[config.mk]
export PLATFORM = sky130hd
export DESIGN_NAME = mem_stage_lsu
export DESIGN_NICKNAME = d
export VERILOG_FILES = /design/src/rtl/mem_stage_lsu_pkg.sv /design/src/rtl/mem_stage_lsu.sv
export SDC_FILE = /design/constraint.sdc
export NUM_CORES = 1
export LEC_CHECK = 0
export CORE_MARGIN = 2
export CORE_UTILIZATION = 42
export DETAILED_ROUTE_END_ITERATION = 10
export GPL_TIMING_DRIVEN = 0
export MAX_ROUTING_LAYER = met4
export PLACE_DENSITY = 0.86
export SLEW_MARGIN = 40
export SYNTH_ARGS = -nofsm -noshare
export SYNTH_HDL_FRONTEND = slang
export SYNTH_SLANG_ARGS = --single-unit
[constraint.sdc]
create_clock -name clk -period 2.3 [get_ports clk]
set_input_delay 0.23 -clock clk [delete_from_list [all_inputs] [get_ports clk]]
set_output_delay 0.23 -clock clk [all_outputs]
set_load 0.05 [all_outputs]
[src/rtl/mem_stage_lsu_pkg.sv]
// Shared constants for the memory stage: opcodes, widths and the LSU state encoding.
package mem_stage_lsu_pkg;

   localparam int unsigned LSU_DSIZE = 32;
   localparam int unsigned LSU_RSIZE = 5;
   localparam int unsigned OP_W      = 7;

   localparam logic [OP_W-1:0] OP_LW          = 7'b000_0011;
   localparam logic [OP_W-1:0] OP_SW          = 7'b010_0011;
   localparam logic [OP_W-1:0] OP_R_TYPE      = 7'b011_0011;
   localparam logic [OP_W-1:0] OP_I_TYPE      = 7'b001_0011;
   localparam logic [OP_W-1:0] OP_COND_BRANCH = 7'b110_0011;

   typedef enum logic [1:0] {
      LSU_IDLE = 2'd0,
      LSU_REQ  = 2'd1,
      LSU_WAIT = 2'd2
   } lsu_state_e;

   function automatic logic is_mem_op(input logic [OP_W-1:0] op);
      return (op == OP_LW) || (op == OP_SW);
   endfunction

   // Only ALU ops write the register file; branches and unknown opcodes do not.
   function automatic logic is_rf_write(input logic [OP_W-1:0] op);
      return (op == OP_R_TYPE) || (op == OP_I_TYPE);
   endfunction

endpackage

[src/rtl/mem_stage_lsu.sv]
// Memory stage: turns execute results into writeback records, issuing LW/SW
// over a req/gnt/rvalid data port and stalling execute while an access is open.
module mem_stage_lsu
   import mem_stage_lsu_pkg::*;
#(
   parameter int unsigned DSIZE = LSU_DSIZE,
   parameter int unsigned RSIZE = LSU_RSIZE
) (
   input  logic             clk,
   input  logic             rst,
   input  logic             ex_valid,
   output logic             ex_ready,
   input  logic [OP_W-1:0]  ex_op,
   input  logic [DSIZE-1:0] ex_result,
   input  logic [DSIZE-1:0] ex_wdata,
   input  logic [RSIZE-1:0] ex_rd,
   output logic             mem_req,
   output logic             mem_we,
   output logic [DSIZE-1:0] mem_addr,
   output logic [DSIZE-1:0] mem_wdata,
   input  logic             mem_gnt,
   input  logic             mem_rvalid,
   input  logic [DSIZE-1:0] mem_rdata,
   output logic             wb_valid,
   output logic             wb_we,
   output logic [RSIZE-1:0] wb_rd,
   output logic [DSIZE-1:0] wb_data,
   output logic             misalign
);

   lsu_state_e       state_q, state_d;
   logic [RSIZE-1:0] rd_q;
   logic             accept;
   logic             mem_op;
   logic             aligned;
   logic             gnt_hit;
   logic             rsp_hit;

   assign ex_ready = (state_q == LSU_IDLE);

   // Next-state and handshake qualifiers
   always_comb begin
      state_d = state_q;
      accept  = 1'b0;
      gnt_hit = 1'b0;
      rsp_hit = 1'b0;
      mem_op  = is_mem_op(ex_op);
      aligned = (ex_result[1:0] == 2'b00);
      case (state_q)
         LSU_IDLE: begin
            accept = ex_valid;
            if (ex_valid && mem_op && aligned) state_d = LSU_REQ;
         end
         LSU_REQ: begin
            gnt_hit = mem_gnt;
            if (mem_gnt) state_d = mem_we ? LSU_IDLE : LSU_WAIT;
         end
         LSU_WAIT: begin
            rsp_hit = mem_rvalid;
            if (mem_rvalid) state_d = LSU_IDLE;
         end
         default: state_d = LSU_IDLE;
      endcase
   end

   always_ff @(posedge clk or negedge rst) begin
      if (!rst) state_q <= LSU_IDLE;
      else      state_q <= state_d;
   end

   // Memory command register: latched on accept, held stable until granted
   always_ff @(posedge clk or negedge rst) begin
      if (!rst) begin
         mem_req   <= 1'b0;
         mem_we    <= 1'b0;
         mem_addr  <= '0;
         mem_wdata <= '0;
         rd_q      <= '0;
      end else if (accept && mem_op && aligned) begin
         mem_req   <= 1'b1;
         mem_we    <= (ex_op == OP_SW);
         mem_addr  <= ex_result;
         mem_wdata <= ex_wdata;
         rd_q      <= ex_rd;
      end else if (gnt_hit) begin
         mem_req   <= 1'b0;
      end
   end

   // Writeback record: valid and misalign are single-cycle pulses
   always_ff @(posedge clk or negedge rst) begin
      if (!rst) begin
         wb_valid <= 1'b0;
         wb_we    <= 1'b0;
         wb_rd    <= '0;
         wb_data  <= '0;
         misalign <= 1'b0;
      end else begin
         wb_valid <= 1'b0;
         wb_we    <= 1'b0;
         misalign <= 1'b0;
         if (accept && !(mem_op && aligned)) begin
            wb_valid <= 1'b1;
            wb_rd    <= ex_rd;
            wb_data  <= ex_result;
            misalign <= mem_op;
            wb_we    <= is_rf_write(ex_op);
         end else if (gnt_hit && mem_we) begin
            wb_valid <= 1'b1;
            wb_rd    <= rd_q;
         end else if (rsp_hit) begin
            wb_valid <= 1'b1;
            wb_we    <= 1'b1;
            wb_rd    <= rd_q;
            wb_data  <= mem_rdata;
         end
      end
   end

endmodule

==> flow_summary.yaml, run 1 <==
pwr:
  vdd_ir_drop_max_v: 0.000459
  p_leak_nw: 3.42
  power_density_nw_per_um2: 779
  report.power.total_mw: 6.15
floorplanning:
  rows: 39
  initial_utilization_pct: 42.7
  die_x_um: 112
  core_area_um2: 11400
  dieArea_um2: 12400
  io_pins: 220
  dieHeight_um: 112
cells_and_area:
  fin_nets: 740
  final_layout_size_suffix_gt1_share_pct: 16.1
  areaGrowthSynthToFinish_pct: 62.6
  instances_no_fill: 783
  antenna-diode-count: 0
worst_hold_path:
  hp-class: "in -> async"
routing:
  drc: 0
  drtIter0Drc: 318
  detail_route.vias_per_cell: 5.33
  firstDrtPassIters: 5
  routedWlPerCell_um: 18.9
  antenna_left: 0
  num_vias: 4175
  wl_um: 14800
worst_setup_path:
  crit_path_top_delay_cell: "nor3b_2"
  endpoint: "mem_addr[18]"
  crit_family: "buffers and inverters"
  required_ns: 2.58
  r2r.worst_path.cells: 6
  crit_buf_inv: 3
  critPathMaxStageDelay_ns: 0.37
  critPathLaunchType: "flip-flop"
  reg2reg_from: "state_q[1]"
  timing.rr.end: "mem_addr[18]"
  crit_arrival_ns: 2.40
  cpMostUsedCell: "buf_2"
  critPathMaxFanout: 10
  crit_path_start: "state_q[1]"
  rrSetupSlack_ns: 0.18
  end_kind: "flip-flop"
  path_class: "reg -> reg"
  path_cells: "buf_2 > nor3b_2 > and4bb_1 > buf_2 > buf_4 > mux2_2"
  worstSetupPathDepth: 6
timing:
  finalClockSkew_ns: 0.00537
  fmax_ghz: 0.471
  rsz0062_at_grt: "no"
  post-route-period-util_pct: 92.3
  final_max_slew_viol_count: 0
  worst-slew-pin-transition_ns: 0.559
  relSlewSlack_pct: 62.7
  final.setup.worst_slack_ns: 0.177
  fin_crit_ns: 2.12
  fin_hold_ws_ns: 0.347
  setup_violations: 0
  hold_viol_final: 0
placement:
  pre_cts_ws_ns: 0.00726
  dp.cells: 750
  gp_congestion: 0.806
  port-buffer-count: 218
  dp_hpwl_um: 10600
global_route:
  grt_overflow: 0
  grt_use_total_pct: 24.8
  grt_max_degree: 67
  antenna_found_initial: 0
  grt_pass1_wl_um: 23500
  grt_pass1_vias: 4410
synth:
  yosys-top-cells-area: "dfrtp_1 (58%), mux2_2 (13%), o311ai_0 (5.6%), nand2_1 (4.9%), o211ai_1 (4.6%)"
  synth-seq-cells: 113
  yosysMostFrequentCell: "dfrtp_1"
  async_flop_share_pct: 100
  netlist_instances: 388
  ys_seq_area_share_pct: 58.2
  synth_fp_nets: 501
  synth-main-ff-cell: "dfrtp_1"
  synth_edf_count: 0
  synth.top_cell.area_share_pct: 58.2
  synth_commonest_cells: "dfrtp_1 (113), nand2_1 (63), mux2_2 (56), o311ai_0 (31), o211ai_1 (30)"
  ys_warn_count: 0
  synth.distinct_cells: 33
  syn_area_per_cell_um2: 12.5
  yosysTopAreaCell: "dfrtp_1"
  syn-cell-area_um2: 4850
cts:
  clk_latency_ns: 0.40
  clk_pin_slew_worst_paths_ns: 0.05
  root_buffer: "clkbuf_16"
  cts_buffers: 17
  cts_tree: "yes"
  cts_sinks: 113
  h-tree-depth: 4
  cts_setup_buffers: 0
  clockBufferDepth: 2
run:
  cap_viol_max_count: 0
run_status:
  status: "finished, final reports clean"
## timing repair
item	CTS	global route
hold endpoints to repair	47	0
endpoints found under the setup margin	0	12
resized for setup	0	2
hold buffers	1	0
## layout by cell type, fill, tap and decap left out, drive strengths merged, types with 3 or more instances in the layout
cell type,instances
nand3b,6
o21ai,3
dfrtp,113
clkdlybuf4s50,217
o311ai,35
o221a,5
bufinv,4
nand2,63
nand2b,3
clkbuf,48
inv,5
clkinv,3
buf,14
mux2,68
o211ai,30
## worst min-delay path by stage
stage,slack (ns),from,endpoint,cells past startpoint
after global routing,0.36,rst,wb_data[29],2
after CTS,0.33,rst,mem_addr[25],2
after floorplan,-0.07,rst,mem_addr[0],0
final,0.35,rst,mem_addr[27],2
after detailed placement,0.16,rst,mem_addr[27],1
after global placement,0.47,mem_wdata[18],mem_wdata[18],1
## cells by family after synthesis
logic type	count (synthesis)	synth area share, %
flip-flops	113	58.2
AND/OR/NAND/NOR	87	8.53
AO/OA/AOI/OAI	78	13.3
multiplexers	68	15.8
buffers and inverters	42	4.18
## worst reg2reg max path, cell delays in order (launching register included)
cell and delay, ns:
dfrtp_1 0.36, buf_2 0.17, nor3b_2 0.37, and4bb_1 0.23, buf_2 0.26, buf_4 0.27
mux2_2 0.36
## area by class of cell
cell class | instances | area, µm²
buffer | 37 | 185
clock buffer | 23 | 478
clock inverter | 9 | 154
fill | 823 | 3480
inverter | 5 | 18.8
multi-input combinational | 233 | 1820
sequential | 113 | 2830
tap | 143 | 179
timing repair buffer | 220 | 2220
## per-stage QoR
step	instance area, µm²	setup TNS, ns	utilization, %
after floorplan	4850	0	-
after global placement	7220	-355.61	63.5
after detailed placement	7250	0	63.8
after CTS	7890	0	69.4
after global routing	7890	0	69.4
final	7890	0	69.4
## per-layer routing
layer,track usage (%),vias up,routed length (µm)
met5,-,-,0
met4,8.07,0,231
met3,5.39,25,843
met2,40.9,174,7500
met1,30.7,2065,6210
li1,-,1911,-
## state kept, by name (all words and copies together), names as in the netlist
name / cells
mem_addr: 32
mem_wdata: 32
wb_data: 32
rd_q: 5
wb_rd: 5
state_q: 2
mem_req: 1
mem_we: 1
misalign: 1
wb_valid: 1
wb_we: 1
## report_power, final
group	switching [mW]	total (mW)	internal, mW
Clock	0.894	2.79	1.90
Combinational	0.693	1.17	0.481
Sequential	0.0682	2.18	2.12
Note: power is estimated with default switching activity, not from simulation.
==> inputs of run 2 (changes only) <==
- ABC_CLOCK_PERIOD_IN_PS: not set -> 2300
- REMOVE_ABC_BUFFERS: not set -> 1
==> run 2 against run 1 <==
Critical path depth shrank 1; flip-flop and latch count did not move; critical endpoint is now mem_addr[13]; count of clock-buffer cells in the layout fell by 3.
==> flow_summary.yaml, run 2 (same netlist as run 1, synthesis figures left out) <==
global_route:
  grt_use_total_pct: 25.3
  grtUsageMet3_pct: 7.51
  grt.met1_usage_pct: 29.6
  grt_pass1_wl_um: 23800
  grt_overflow: 0
  busiest_layer: "met2"
  antenna_found_initial: 0
  grt_pass1_vias: 4536
  grt_max_degree: 64
  grtUsageMet2_pct: 40.7
placement:
  gp_congestion: 0.813
  dp_hpwl_um: 10200
  port-buffer-count: 219
routing:
  routedWlPerCell_um: 20.0
  antenna_left: 0
  detail_route.vias_per_cell: 5.57
  drtIter0Drc: 320
  firstDrtPassIters: 5
  drc: 0
  num_vias: 4231
  wl_um: 15200
cells_and_area:
  layout_common_cells: "clkdlybuf4s50_1 (217), dfrtp_1 (113), nand2_1 (63)"
  areaGrowthSynthToFinish_pct: 62.0
  fin_nets: 716
  antenna-diode-count: 0
  final_layout_size_suffix_gt1_share_pct: 17.9
  layout_commonest_cell: "clkdlybuf4s50_1"
  largestRegisters: "mem_addr: 32 flops, mem_wdata: 32 flops, wb_data: 32 flops"
cts:
  cts_tree: "yes"
  clk_pin_slew_worst_paths_ns: 0.05
  clk_latency_ns: 0.41
  clockBufferDepth: 2
  cts_sinks: 113
  h-tree-depth: 4
  root_buffer: "clkbuf_16"
  cts_buffers: 17
worst_setup_path:
  required_ns: 2.59
  rrSetupSlack_ns: 0.1
  crit_path_start: "state_q[1]"
  critPathLaunchType: "flip-flop"
  path_class: "reg -> reg"
  r2r.worst_path.cells: 5
  reg2reg_from: "state_q[1]"
  timing.rr.end: "mem_addr[13]"
  critPathMaxFanout: 10
  crit_arrival_ns: 2.49
  end_kind: "flip-flop"
pwr:
  p_leak_nw: 3.40
  vdd_ir_drop_max_v: 0.000585
  internal_power_mw: 4.23
  seq_power_share_pct: 37.1
  power_frac_clock_pct: 42.8
  p_sw_mw: 1.66
  report.power.total_mw: 5.89
  comb_power_share_pct: 20.2
  power_density_nw_per_um2: 749
  switching_share_pct: 28.1
worst_hold_path:
  hp-class: "in -> async"
timing:
  setup_violations: 0
  finalClockSkew_ns: 0.00631
  final_max_slew_viol_count: 0
  rsz0062_at_grt: "no"
  fin_crit_ns: 2.20
  hold_viol_final: 0
  fmax_ghz: 0.454
  post-route-period-util_pct: 95.8
  relSlewSlack_pct: 49.2
  worst-slew-pin-transition_ns: 0.763
  fin_setup_tns_ns: 0
floorplanning:
  io_pins: 220
  initial_utilization_pct: 42.7
  die_x_um: 112
  rows: 39
  core_area_um2: 11400
  dieArea_um2: 12400
  dieHeight_um: 112
run_status:
  status: "finished, final reports clean"
run:
  cap_viol_max_count: 0
-- run 2: changes by cell type in the layout (fill, tap and decap cells not counted), moves of 2 or more --
| cell | change |
|---|---|
| bufinv_16 | -2 |
| clkinv_2 | +6 |
| clkbuf_1 | -26 |
| buf_2 | -2 |
| buf_4 | -3 |
| buf_16 | +3 |
-- run 2: routing by layer --
metal	up-vias	wire, µm
met5	-	0
met4	0	353
met3	31	1100
met2	226	7540
met1	2098	6160
li1	1876	-
-- run 2: worst max-delay path by stage --
stage | end | slack, ns
5_1_grt | mem_wdata[1] | 0.03
6_report | mem_addr[13] | 0.1
4_1_cts | wb_rd[1] | 0.008
3_5_place_dp | mem_addr[31] | -0.50
3_3_place_gp | mem_wdata[6] | -3.52
2_1_floorplan | mem_addr[10] | -1.60
-- run 2: what timing repair did --
| action | 4_1_cts | 5_1_grt |
|---|---|---|
| endpoints found under the hold margin | 50 | 0 |
| hold buffers | 1 | 0 |
| setup endpoints to repair | 47 | 18 |
| gates resized for setup | 0 | 1 |
| buffers inserted | 1 | 0 |
| cloned | 1 | 0 |
-- run 2: area by class of cell --
type | instances | area [µm²]
clock buffers | 20 | 457
clock inverters | 12 | 115
fillers | 807 | 3510
inverters | 5 | 18.8
multi-input cells | 234 | 1870
flip-flops and latches | 113 | 2830
well taps | 143 | 179
repair buffers | 232 | 2400
-- run 2: power by group through the flow --
stage	logic, mW	clock network (mW)	registers [mW]
3_3_place_gp	1.13	0	2.21
6_report	1.19	2.52	2.18
2_1_floorplan	0.164	0	2.64
4_1_cts	1.19	2.57	2.18
3_5_place_dp	1.17	0	2.22
5_1_grt	1.24	2.66	2.20
-- run 2: through the flow --
stage	instances	instance area, µm²	hold slack, ns	utilization [%]	setup slack, ns
after floorplan	351	4670	-0.0656	-	-1.60
after global placement	713	7040	0.470	61.9	-3.52
after detailed placement	724	7260	0.166	63.8	-0.501
after CTS	759	7860	0.330	69.1	0.00782
after global routing	759	7860	0.349	69.2	0.0256
final	759	7860	0.324	69.2	0.0966
-- run 2: worst max-delay path: stages, from the launching register on --
cell      delay, ns
dfrtp_1        0.48
nor3b_4        0.42
buf_4          0.26
and4bb_4       0.32
buf_4          0.24
mux2_2         0.36
